<file path="src/rtl/mul_div_if.sv">
// Bus between the MIPS controller and the multiply/divide unit.
// The controller (master) drives the request; the unit (slave) returns
// status and the HI/LO registers.
interface mul_div_if #(
   parameter int WIDTH = 32
);
   logic             start;
   logic [5:0]       funct;
   logic [WIDTH-1:0] a;
   logic [WIDTH-1:0] b;
   logic             busy;
   logic             done;
   logic             dz;
   logic [WIDTH-1:0] hi;
   logic [WIDTH-1:0] lo;

   modport master (output start, funct, a, b,
                   input  busy, done, dz, hi, lo);
   modport slave  (input  start, funct, a, b,
                   output busy, done, dz, hi, lo);
endinterface

</file>
<file path="src/rtl/mul_div_unit.sv">
// Iterative multiply/divide unit with HI/LO registers.
// mult/multu use radix-2 shift-add, div/divu use restoring division, one bit
// per cycle on magnitudes; signs are applied in a final FIX cycle.
// mthi/mtlo write HI/LO in a single cycle while idle.
module mul_div_unit #(
   parameter int WIDTH = 32
) (
   input  logic     clk_i,
   input  logic     reset_i,
   mul_div_if.slave bus
);
   localparam int CW = $clog2(WIDTH);

   localparam logic [5:0] F_MULT  = 6'b011000;
   localparam logic [5:0] F_MULTU = 6'b011001;
   localparam logic [5:0] F_DIV   = 6'b011010;
   localparam logic [5:0] F_DIVU  = 6'b011011;
   localparam logic [5:0] F_MTHI  = 6'b010001;
   localparam logic [5:0] F_MTLO  = 6'b010011;

   typedef enum logic [1:0] {IDLE, RUN, FIX} state_t;

   state_t             state_q, state_d;
   logic [CW-1:0]      cnt_q, cnt_d;
   // Multiply: {partial product, remaining multiplier bits}.
   // Divide:   {partial remainder, dividend/quotient bits}.
   logic [2*WIDTH-1:0] acc_q, acc_d;
   logic [WIDTH-1:0]   opb_q, opb_d;       // |multiplicand| or |divisor|
   logic               is_div_q, is_div_d;
   logic               negx_q, negx_d;     // negate product / quotient
   logic               negr_q, negr_d;     // negate remainder (dividend sign)
   logic               dz_q, dz_d;
   logic               busy_q, busy_d;
   logic               done_q, done_d;
   logic [WIDTH-1:0]   hi_q, hi_d;
   logic [WIDTH-1:0]   lo_q, lo_d;

   logic [WIDTH:0]     add_sum;
   logic [WIDTH:0]     trial;
   logic [WIDTH-1:0]   diff;
   logic               ge;
   logic [2*WIDTH-1:0] mul_next, div_next, prod_fix;
   logic [WIDTH-1:0]   quo_fix, rem_fix;

   logic               is_md, sgn;
   logic [WIDTH-1:0]   a_abs, b_abs;

   // One iteration step of each algorithm plus the final sign-corrected results.
   always_comb begin
      add_sum  = {1'b0, acc_q[2*WIDTH-1:WIDTH]} + (acc_q[0] ? {1'b0, opb_q} : '0);
      mul_next = {add_sum, acc_q[WIDTH-1:1]};
      // Remainder can exceed WIDTH bits only transiently after the shift.
      trial    = {acc_q[2*WIDTH-1:WIDTH], acc_q[WIDTH-1]};
      ge       = (trial >= {1'b0, opb_q});
      diff     = trial[WIDTH-1:0] - opb_q;
      div_next = {(ge ? diff : trial[WIDTH-1:0]), acc_q[WIDTH-2:0], ge};
      prod_fix = negx_q ? -acc_q : acc_q;
      quo_fix  = negx_q ? -acc_q[WIDTH-1:0] : acc_q[WIDTH-1:0];
      rem_fix  = negr_q ? -acc_q[2*WIDTH-1:WIDTH] : acc_q[2*WIDTH-1:WIDTH];
   end

   // Next-state and register-update decisions for the IDLE/RUN/FIX sequence.
   always_comb begin
      state_d  = state_q;
      cnt_d    = cnt_q;
      acc_d    = acc_q;
      opb_d    = opb_q;
      is_div_d = is_div_q;
      negx_d   = negx_q;
      negr_d   = negr_q;
      dz_d     = dz_q;
      hi_d     = hi_q;
      lo_d     = lo_q;
      done_d   = 1'b0;
      is_md    = (bus.funct == F_MULT) || (bus.funct == F_MULTU) ||
                 (bus.funct == F_DIV)  || (bus.funct == F_DIVU);
      sgn      = ~bus.funct[0];
      a_abs    = (sgn && bus.a[WIDTH-1]) ? -bus.a : bus.a;
      b_abs    = (sgn && bus.b[WIDTH-1]) ? -bus.b : bus.b;

      case (state_q)
         IDLE: begin
            if (bus.start) begin
               if (is_md) begin
                  is_div_d = bus.funct[1];
                  opb_d    = b_abs;
                  cnt_d    = CW'(WIDTH - 1);
                  negx_d   = sgn & (bus.a[WIDTH-1] ^ bus.b[WIDTH-1]);
                  negr_d   = sgn & bus.a[WIDTH-1];
                  dz_d     = 1'b0;
                  acc_d    = {{WIDTH{1'b0}}, a_abs};
                  state_d  = RUN;
                  if (bus.funct[1] && (bus.b == '0)) begin
                     // Divide by zero: preload the fixed result and skip RUN.
                     acc_d   = {bus.a, {WIDTH{1'b1}}};
                     dz_d    = 1'b1;
                     state_d = FIX;
                  end
               end else if (bus.funct == F_MTHI) begin
                  hi_d = bus.a;
               end else if (bus.funct == F_MTLO) begin
                  lo_d = bus.a;
               end
            end
         end
         RUN: begin
            acc_d = is_div_q ? div_next : mul_next;
            if (cnt_q == '0) begin
               state_d = FIX;
            end else begin
               cnt_d = cnt_q - 1'b1;
            end
         end
         FIX: begin
            done_d  = 1'b1;
            state_d = IDLE;
            if (dz_q) begin
               hi_d = acc_q[2*WIDTH-1:WIDTH];
               lo_d = acc_q[WIDTH-1:0];
            end else if (is_div_q) begin
               hi_d = rem_fix;
               lo_d = quo_fix;
            end else begin
               hi_d = prod_fix[2*WIDTH-1:WIDTH];
               lo_d = prod_fix[WIDTH-1:0];
            end
         end
         default: state_d = IDLE;
      endcase

      busy_d = (state_d != IDLE);
   end

   // State and datapath registers; reset discards any operation in flight.
   always_ff @(posedge clk_i or posedge reset_i) begin
      if (reset_i) begin
         state_q  <= IDLE;
         cnt_q    <= '0;
         acc_q    <= '0;
         opb_q    <= '0;
         is_div_q <= 1'b0;
         negx_q   <= 1'b0;
         negr_q   <= 1'b0;
         dz_q     <= 1'b0;
         busy_q   <= 1'b0;
         done_q   <= 1'b0;
         hi_q     <= '0;
         lo_q     <= '0;
      end else begin
         state_q  <= state_d;
         cnt_q    <= cnt_d;
         acc_q    <= acc_d;
         opb_q    <= opb_d;
         is_div_q <= is_div_d;
         negx_q   <= negx_d;
         negr_q   <= negr_d;
         dz_q     <= dz_d;
         busy_q   <= busy_d;
         done_q   <= done_d;
         hi_q     <= hi_d;
         lo_q     <= lo_d;
      end
   end

   assign bus.busy = busy_q;
   assign bus.done = done_q;
   assign bus.dz   = dz_q;
   assign bus.hi   = hi_q;
   assign bus.lo   = lo_q;
endmodule

</file>
<file path="src/flat_wrapper.sv">
// flat-port wrapper written by rule: the top's interface ports become plain ports
module mul_div_unit_flat 
#(
   parameter int WIDTH = 32
)
  (clk_i, reset_i, bus_start, bus_funct, bus_a, bus_b, bus_busy, bus_done, bus_dz, bus_hi, bus_lo);
  mul_div_if #(.WIDTH(WIDTH)) bus_i ();
  input  logic clk_i;
  input  logic reset_i;
  input wire logic [$bits(bus_i.start)-1:0] bus_start;
  input wire logic [$bits(bus_i.funct)-1:0] bus_funct;
  input wire logic [$bits(bus_i.a)-1:0] bus_a;
  input wire logic [$bits(bus_i.b)-1:0] bus_b;
  output wire logic [$bits(bus_i.busy)-1:0] bus_busy;
  output wire logic [$bits(bus_i.done)-1:0] bus_done;
  output wire logic [$bits(bus_i.dz)-1:0] bus_dz;
  output wire logic [$bits(bus_i.hi)-1:0] bus_hi;
  output wire logic [$bits(bus_i.lo)-1:0] bus_lo;
  assign bus_i.start = bus_start;
  assign bus_i.funct = bus_funct;
  assign bus_i.a = bus_a;
  assign bus_i.b = bus_b;
  assign bus_busy = bus_i.busy;
  assign bus_done = bus_i.done;
  assign bus_dz = bus_i.dz;
  assign bus_hi = bus_i.hi;
  assign bus_lo = bus_i.lo;
  mul_div_unit #(.WIDTH(WIDTH)) u_core (.clk_i(clk_i), .reset_i(reset_i), .bus(bus_i));
endmodule
</file>
<file path="config.mk">
export PLATFORM = sky130hd
export DESIGN_NAME = mul_div_unit_flat
export DESIGN_NICKNAME = d
export VERILOG_FILES = /design/src/rtl/mul_div_if.sv /design/src/rtl/mul_div_unit.sv /design/src/flat_wrapper.sv
export SDC_FILE = /design/constraint.sdc
export NUM_CORES = 1
export LEC_CHECK = 0
export CAP_MARGIN = 20
export CELL_PAD_IN_SITES_DETAIL_PLACEMENT = 1
export CELL_PAD_IN_SITES_GLOBAL_PLACEMENT = 2
export CORE_MARGIN = 4
export CORE_UTILIZATION = 32
export CTS_BUF_LIST = sky130_fd_sc_hd__clkbuf_16
export DETAILED_ROUTE_END_ITERATION = 8
export PLACE_DENSITY_LB_ADDON = 0.1
export SYNTH_ARGS = -nofsm -noshare
export SYNTH_HDL_FRONTEND = slang
export SYNTH_SLANG_ARGS = --single-unit
</file>
<file path="constraint.sdc">
create_clock -name clk_i -period 6.4 [get_ports clk_i]
set_input_delay 1.92 -clock clk_i [delete_from_list [all_inputs] [get_ports clk_i]]
set_output_delay 1.92 -clock clk_i [all_outputs]
set_load 0.01 [all_outputs]
</file>
# [Word level (Yosys, flattened, before mapping)]
# Cells that the tools add are included.
[totals] inputBits=73 ff_bits=173 output_inout_bits=67 elab_cells=93
[classes] n_reduce_logical=17 eq_ne=15 muxes=36 n_lt_le_gt_ge=1 bitwise=4 add_sub_neg=8
[ops] cell="32-bit two-way mux" count=17
[ops] cell="64-bit two-way mux" count=5
[ops] cell="32-bit negator" count=4
[ops] cell="32-bit one-hot mux with 2 select lines" count=2
[ops] cell="64-bit one-hot mux with 2 select lines" count=1
[ops] cell="64-bit negator" count=1
[ops] cell="6-bit by 5-bit equality test with 1-bit output (second input constant)" count=6
[ops] cell="32-bit by 33-bit adder with 33-bit output" count=1
[ops] cell="33-bit by 32-bit greater-or-equal comparator with 1-bit output" count=1
[ops] cell="32-bit zero test" count=1
[ops] cell="32-bit subtractor" count=1
[ops] cell="5-bit two-way mux" count=3
[ops] cell="5-bit one-hot mux with 2 select lines" count=1
[ops] cell="2-bit two-way mux" count=4
[ops] cell="2-bit inequality test (second input constant)" count=4
[ops] cell="4-bit AND reduction" count=2
[ops] cell="2-bit by 1-bit inequality test with 1-bit output (second input constant)" count=3
[ops] cell="3-bit AND reduction" count=2
[ops] cell="2-bit nonzero test" count=3
[ops] cell="5-bit zero test" count=1
[ops] cell="5-bit AND reduction" count=1
[ops] cell="5-bit by 1-bit subtractor with 5-bit output (second input constant)" count=1
[ops] cell="2-bit one-hot mux with 2 select lines" count=1
[ops] cell="1-bit logical AND" count=3
[ops] cell="other kinds (8)" count=12

# [Depth between registers and ports, before layout]
# Gate-level depths: netlist of run 1.
[depth] word_depth=8 depth_mapped=15 depth_no_buf=14

# [Worst setup path after synthesis of run 1]
# OpenSTA, ideal clock, no wires.
[synth_path] kind="in2reg" from="in bus_b[24]" to="reg u_core.acc_q[42]" t_required_ns=6.335 path_stages=9 setup_slack_ns=2.168 path_buffers=2 setup_ns=0.065 arrival_ns=4.167 path_cell_list="or4_1 > or3_1 > or4b_1 > clkbuf_1 > nor2_4 > buf_2 > nand3_1 > a32oi_1 > o21a_1"
[synth_between] elab_chain_cells=6
[synth_rtl] element="start, declared" line="flat_wrapper.sv:13" text="input wire logic [$bits(bus_i.b)-1:0] bus_b;"
[synth_rtl] element="32-bit zero test" line="mul_div_unit.sv:93" text="if (bus.funct[1] && (bus.b == '0)) begin"
[synth_rtl] element="1-bit logical AND" line="mul_div_unit.sv:93"
[synth_rtl] element="64-bit two-way mux" line="mul_div_unit.sv:93"
[synth_rtl] element="64-bit two-way mux" line="mul_div_unit.sv:84" text="if (is_md) begin"
[synth_rtl] element="64-bit two-way mux" line="mul_div_unit.sv:83" text="if (bus.start) begin"
[synth_rtl] element="64-bit one-hot mux with 2 select lines" line="mul_div_unit.sv:81" text="case (state_q)"
[synth_rtl] element="end signal, assigned" line="mul_div_unit.sv:139" text="acc_q <= '0;"
[synth_rtl] element="end signal, assigned" line="mul_div_unit.sv:152" text="acc_q <= acc_d;"
[synth_rtl] element="end, declared" line="mul_div_unit.sv:27" text="logic [2*WIDTH-1:0] acc_q, acc_d;"
# Every way passes these cells. The select of a mux whose other input is x is not followed.
# A chain may end at the register's enable or synchronous reset.

# [Final worst setup path of run 1]
[layout_path] from="in bus_b[24]" to="reg u_core.acc_q[62]"
# The elaborated chain is that of the path after synthesis.

==> flow_metrics.py, run 1 <==
metrics = {
    "outcome": {
        "status": "complete, no violations",
    },
    "synth": {
        "syn_nets": 2006,
        "synthFlopType": "dfrtp_1",
        "netlist-cell-type-count": 84,
        "synth_edf_count": 0,
        "ys_ff_latch": 173,
        "syn_inst": 1862,
        "ys_seq_area_share_pct": 29.7,
        "synth_top_area_share_pct": 29.7,
        "syn-cell-area_um2": 14600,
        "synth_area_leaders": "dfrtp_1 (30%), ha_1 (5.9%), nor2_1 (5.5%)",
        "yosysWarnings": 0,
        "synth.avg_cell_area_um2": 7.82,
        "synth.largest_area_cell": "dfrtp_1",
        "synthArstFlopShare_pct": 100,
    },
    "power": {
        "p_comb_share_pct": 62.7,
        "swShare_pct": 50.4,
        "p_per_area_nw_per_um2": 512,
        "ir_worst_vdd_mv": 0.159,
        "p_sw_mw": 4.41,
        "p_leak_nw": 7.06,
        "pwr-share-clk_pct": 11.8,
        "p_int_mw": 4.33,
        "p_seq_share_pct": 25.6,
        "finalPower_mw": 8.74,
    },
    "critical_path": {
        "cp_max_fo": 17,
        "required_ns": 6.74,
        "arrival_ns": 5.22,
        "r2r_start": "u_core.acc_q[31]",
        "startpoint": "bus_b[24]",
        "path_class": "in2reg",
        "max_stage_delay_ns": 0.68,
        "start_kind": "primary input",
        "end_kind": "flip-flop",
        "crit_path_cell_trace": "clkdlybuf4s50_1 -> or4_1 -> or3_1 -> or4b_1 -> nor2_4 -> nand3_1 -> nand2_1 -> o21ai_1 -> a2111oi_1",
        "rr_endpoint": "u_core.acc_q[52]",
        "cp_slowest_cell": "or4b_1",
        "reg2regPathDepth": 14,
        "crit_end": "u_core.acc_q[62]",
        "rrSetupSlack_ns": 1.98,
    },
    "clock_tree": {
        "cts_buffer_depth": 2,
        "cts_tree": "built",
        "clock_latency_ns": 0.47,
        "cts.clk_slew.worst_paths_ns": 0.07,
        "postCtsHoldBufs": 0,
        "cts_made_buffers": 17,
        "htree_levels": 4,
        "clkSinkCount": 173,
        "cts_resized": 0,
        "cts_root_buffer": "clkbuf_16",
        "cts_setup_buffers": 0,
    },
    "sta": {
        "rsz0062_at_grt": "false",
        "clock-skew-final_ns": 0.0120,
        "fin_crit_sh_pct": 76.3,
        "timing.final.setup_violations": 0,
        "max_slew_margin_pct": 31.9,
        "drv_slew": 0,
        "min_period_ns": 4.88,
        "fin_setup_tns_ns": 0,
        "tightest_slew_ns": 1.01,
        "timing.final.hold_violations": 0,
        "fmax_mhz": 205,
    },
    "place": {
        "portBuffers": 139,
        "place_area_um2": 16500,
        "place.gp.congestion": 0.890,
        "dp_hpwl_mm": 45.6,
    },
    "floorplan": {
        "start_util_pct": 32.6,
        "fp-row-count": 77,
        "io_pins": 140,
        "core-area_um2": 44600,
        "dieHeight_um": 221,
        "fp.dieArea_um2": 49000,
        "die_w_um": 221,
    },
    "global_routing": {
        "grt_pass1_vias": 14700,
        "antenna_found_initial": 0,
        "grt_pass1_wl_mm": 89.9,
        "grt_use_total_pct": 23.3,
        "grt_max_degree": 68,
        "grt-ovfl-total": 0,
    },
    "cells_and_area": {
        "stdcell_area_um2": 17100,
        "fin_nets": 2079,
        "diodes": 0,
        "area_growth_pct": 17.2,
        "drive_above_1_share_pct": 4.98,
        "mostFrequentLayoutCells": "nor2_1 (214), nand2_1 (197), dfrtp_1 (172)",
        "final_common_cell": "nor2_1",
    },
    "drt": {
        "remaining_drc_errors": 0,
        "first_pass_iters": 5,
        "ant_nets": 0,
        "avgRoutedWirePerCell_um": 22.9,
        "via_count": 14100,
        "drt-initial-drc-count": 883,
        "avgViaCountPerCell": 5.54,
        "routed_wl_mm": 58.2,
    },
    "min_path": {
        "hold_path_class": "reg2reg",
    },
    "run": {
        "maxCapViolCount": 0,
    },
}
## metal layers
metal | part of all wire, % | wire [µm] | global-route usage [%]
met1 | 46 | 27000 | 31.5
met2 | 48 | 28100 | 39.7
met3 | 3.2 | 1840 | 2.11
met4 | 2.2 | 1290 | 6.70
met5 | 0 | 0 | 0
## cells in the mapped netlist (all sizes together), types with 10 or more instances
library cell,instances
o211ai,20
a222oi,11
a31oi,25
nand4,10
a21o,30
mux2i,44
o22ai,10
o21a,10
o21bai,11
nor4,21
xnor2,88
or3,16
inv,67
nand2,199
ha,69
nor3,43
a211oi,14
nand3,40
xor2,83
o21ai,168
a21oi,143
o221ai,15
clkbuf,94
buf,22
nor2,215
o31ai,58
dfrtp,173
nor2b,17
nand2b,21
## worst min path at each step
| stage | depth (start not counted) | end | startpoint |
|---|---|---|---|
| final | 2 | u_core.bus.lo[0] | u_core.bus.lo[0] |
| after global routing | 2 | u_core.opb_q[13] | u_core.opb_q[13] |
| after CTS | 2 | u_core.bus.hi[4] | u_core.bus.hi[4] |
| after detailed placement | 2 | u_core.bus.hi[4] | u_core.bus.hi[4] |
| after global placement | 2 | u_core.opb_q[18] | u_core.opb_q[18] |
| after floorplan | 1 | u_core.state_q[1] | u_core.cnt_q[4] |
## worst max-delay path: cells and delay by family
family | cells | cell delay [ns]
simple gates | 6 | 2.41
buf+inv | 1 | 0.48
compound gates | 2 | 0.40
## cell families (layout without fill, tap and decap cells)
logic type | count (synthesis) | count (layout) | share of synthesized area, %
AND/OR/NAND/NOR | 632 | 632 | 20.1
buffers and inverters | 185 | 271 | 4.97
adder cells (fa/ha/maj) | 71 | 71 | 6.20
flip-flops | 173 | 173 | 29.7
XOR/XNOR | 171 | 171 | 10.3
multiplexers | 51 | 51 | 3.57
AO/OA/AOI/OAI | 579 | 579 | 25.2
## area by class of cell
type	count	area [µm²]
Fill cell	5400	27500
Tap cell	592	741
Timing Repair Buffer	170	1640
Multi-Input combinational cell	1504	9540
Clock inverter	15	124
Sequential cell	173	4330
Inverter	69	263
Clock buffer	17	425
## state kept, by name, summed over array words and instances (netlist names)
register	cells
u_core.cnt_q	5
u_core.bus.dz	1
u_core.opb_q	32
u_core.negr_q	1
u_core.acc_q	64
u_core.bus.done	1
u_core.negx_q	1
u_core.is_div_q	1
u_core.bus.hi	32
u_core.state_q	2
u_core.bus.lo	32
u_core.bus.busy	1
## power groups by stage
stage	registers, mW	clock network, mW	logic [mW]
6_report	2.23	1.03	5.48
4_1_cts	2.23	1.06	5.48
3_3_place_gp	2.23	0	5.38
3_5_place_dp	2.25	0	5.45
2_1_floorplan	1.98	0	3.82
5_1_grt	2.31	1.10	6.04
## per-stage QoR
step | std cells | utilization [%] | hold slack (ns) | setup slack (ns)
detailed placement | 2506 | 37.0 | 0.467 | 1.01
CTS | 2538 | 38.2 | 0.483 | 1.51
global placement | 2506 | 37.0 | 0.461 | 1.06
global route | 2540 | 38.3 | 0.500 | 1.37
floorplan | 1862 | - | 0.450 | 2.17
finish | 2540 | 38.3 | 0.476 | 1.52
(Power assumes the default switching activity.)
==> inputs of run 2 (changes only) <==
--- a/config.mk
+++ b/config.mk
@@ -9,7 +9,7 @@
 export CELL_PAD_IN_SITES_DETAIL_PLACEMENT = 1
 export CELL_PAD_IN_SITES_GLOBAL_PLACEMENT = 2
 export CORE_MARGIN = 4
-export CORE_UTILIZATION = 32
+export CORE_UTILIZATION = 35
 export CTS_BUF_LIST = sky130_fd_sc_hd__clkbuf_16
 export DETAILED_ROUTE_END_ITERATION = 8
 export PLACE_DENSITY_LB_ADDON = 0.1
==> constraint.sdc (replaced) <==
create_clock -name clk_i -period 5.1 [get_ports clk_i]
set_input_delay 1.53 -clock clk_i [delete_from_list [all_inputs] [get_ports clk_i]]
set_output_delay 1.53 -clock clk_i [all_outputs]
set_load 0.01 [all_outputs]
==> run 2 against run 1 <==
  * Worst setup slack worse by 0.78 ns
  * Hold slack better by 0.0023 ns
  * Register-to-register slack worse by 1.2 ns
  * Count of clock-buffer cells in the layout unchanged
  * Power rose by 26%
  * Core utilization up 3.6 points
==> flow_metrics.py, run 2 (synthesis results as in run 1) <==
metrics = {
    "place": {
        "place_area_um2": 16600,
        "portBuffers": 139,
        "dp_hpwl_mm": 44.1,
        "place.gp.congestion": 0.964,
        "dp.cells": 2469,
    },
    "critical_path": {
        "arrival_ns": 4.70,
        "required_ns": 5.43,
        "path_class": "in2reg",
        "crit_path_cell_trace": "clkdlybuf4s50_1 -> or4_1 -> nor4_1 -> nor2b_1 -> and3b_1 -> nand2_1 -> o31ai_1 -> xnor2_1 -> nor3_1 -> o22ai_1",
        "start_kind": "primary input",
        "max_stage_delay_ns": 0.70,
        "reg2regPathDepth": 14,
        "end_kind": "flip-flop",
        "cp_slowest_cell": "or4_1",
        "cp_max_fo": 5,
    },
    "min_path": {
        "min_path_cells": 2,
        "hold_path_class": "reg2reg",
    },
    "sta": {
        "drv_slew": 0,
        "tightest_slew_ns": 1.13,
        "min_period_ns": 4.37,
        "timing.final.setup_violations": 0,
        "timing.final.hold_violations": 0,
        "fin_crit_sh_pct": 85.6,
        "fin_setup_tns_ns": 0,
        "hold_ws_ns": 0.478,
        "rsz0062_at_grt": "false",
        "fmax_mhz": 229,
        "clock-skew-final_ns": 0.0118,
        "max_slew_margin_pct": 24.6,
    },
    "clock_tree": {
        "cts_buffer_depth": 2,
        "cts_setup_buffers": 0,
        "clkSinkCount": 173,
        "cts.clk_slew.worst_paths_ns": 0.07,
        "postCtsHoldBufs": 0,
        "clock_latency_ns": 0.47,
        "cts_resized": 0,
        "cts_tree": "built",
        "cts_root_buffer": "clkbuf_16",
        "htree_levels": 4,
        "cts_made_buffers": 17,
    },
    "drt": {
        "drt-initial-drc-count": 867,
        "via_count": 14400,
        "ant_nets": 0,
        "remaining_drc_errors": 0,
        "first_pass_iters": 7,
        "avgRoutedWirePerCell_um": 22.7,
        "avgViaCountPerCell": 5.75,
        "routed_wl_mm": 56.7,
    },
    "cells_and_area": {
        "stdcell_area_um2": 17200,
        "mostFrequentLayoutCells": "nor2_1 (214), nand2_1 (197), dfrtp_1 (172)",
        "finalNonFillerCells": 2501,
        "fin_nets": 2100,
        "area_growth_pct": 17.9,
        "final_common_cell": "nor2_1",
        "drive_above_1_share_pct": 5.99,
        "largest_register_ffs": 64,
        "top_register": "u_core.acc_q",
        "diodes": 0,
        "nFillCells": 4977,
    },
    "run": {
        "maxCapViolCount": 0,
    },
    "floorplan": {
        "fp-row-count": 74,
        "die_w_um": 212,
        "start_util_pct": 35.5,
        "fp.dieArea_um2": 44900,
        "dieHeight_um": 212,
        "io_pins": 140,
        "core-area_um2": 41000,
    },
    "global_routing": {
        "grt_use_total_pct": 25.1,
        "grt_pass1_wl_mm": 87.9,
        "antenna_found_initial": 0,
        "grt_use_met2_pct": 42.8,
        "use_met1_pct": 34.3,
        "grt_pass1_vias": 14700,
        "grt-ovfl-total": 0,
        "use_met3_pct": 2.21,
        "grt_max_degree": 85,
        "top_usage_layer": "met2",
    },
    "outcome": {
        "status": "complete, no violations",
    },
    "power": {
        "p_per_area_nw_per_um2": 640,
        "ir_worst_vdd_mv": 0.182,
        "p_leak_nw": 7.18,
    },
}
==> run 2: cell types whose count changed in the layout (fill, tap and decap cells not counted) <==
cell / before / now
buf_4: 30 / 49
clkinvlp_4: 5 / 4
inv_6: 2 / 1
clkinv_2: 5 / 6
buf_12: 1 / 3
inv_8: 0 / 1
==> run 2: worst paths after layout <==
| path | from | endpoint | slack [ns] |
|---|---|---|---|
| worst min-delay path | u_core.opb_q[15] | u_core.opb_q[15] | 0.48 |
| worst max-delay path | bus_a[6] | u_core.acc_q[24] | 0.73 |
| worst max register to register | u_core.acc_q[0] | u_core.acc_q[54] | 0.82 |
| worst min register to register | u_core.opb_q[15] | u_core.opb_q[15] | 0.48 |
| min in group asynchronous | reset_i | u_core.bus.lo[6] | 1.34 |
| max in group asynchronous | reset_i | u_core.opb_q[24] | 3.02 |
==> run 2: through the flow <==
stage	worst slack, ns	total power [mW]	utilization (%)
floorplan	1.26	7.27	-
global placement	0.418	9.55	40.5
detailed placement	0.272	9.67	40.5
CTS	0.769	11.0	41.9
global route	0.571	11.9	41.9
finish	0.734	11.0	41.9
==> run 2: layout make-up <==
class | count | area, µm² | share of cell area (%)
sequential | 173 | 4330 | 25.2
clock buffer | 17 | 425 | 2.48
timing repair buffer | 191 | 1820 | 10.6
inverter | 69 | 263 | 1.53
multi-input combinational | 1504 | 9540 | 55.6
tap | 532 | 666 | 3.88
clock inverter | 15 | 124 | 0.721
==> run 2: layer usage <==
layer | routed length [µm] | share of wire, %
met5 | 0 | 0
met4 | 1130 | 2.0
met3 | 1930 | 3.4
met2 | 27400 | 48
met1 | 26300 | 46
==> run 2: critical path, delay by kind of cell <==
kind	cells	cell delay, ns
buffers and inverters	1	0.51
AOI/OAI and AO/OA	2	0.43
and+or+nand+nor	6	2.13
xor gates and xnor gates	1	0.10
==> run 2: report_power, final <==
| group | internal, mW | switching (mW) |
|---|---|---|
| Sequential | 1.94 | 0.821 |
| Clock | 0.670 | 0.629 |
| Combinational | 2.88 | 4.06 |
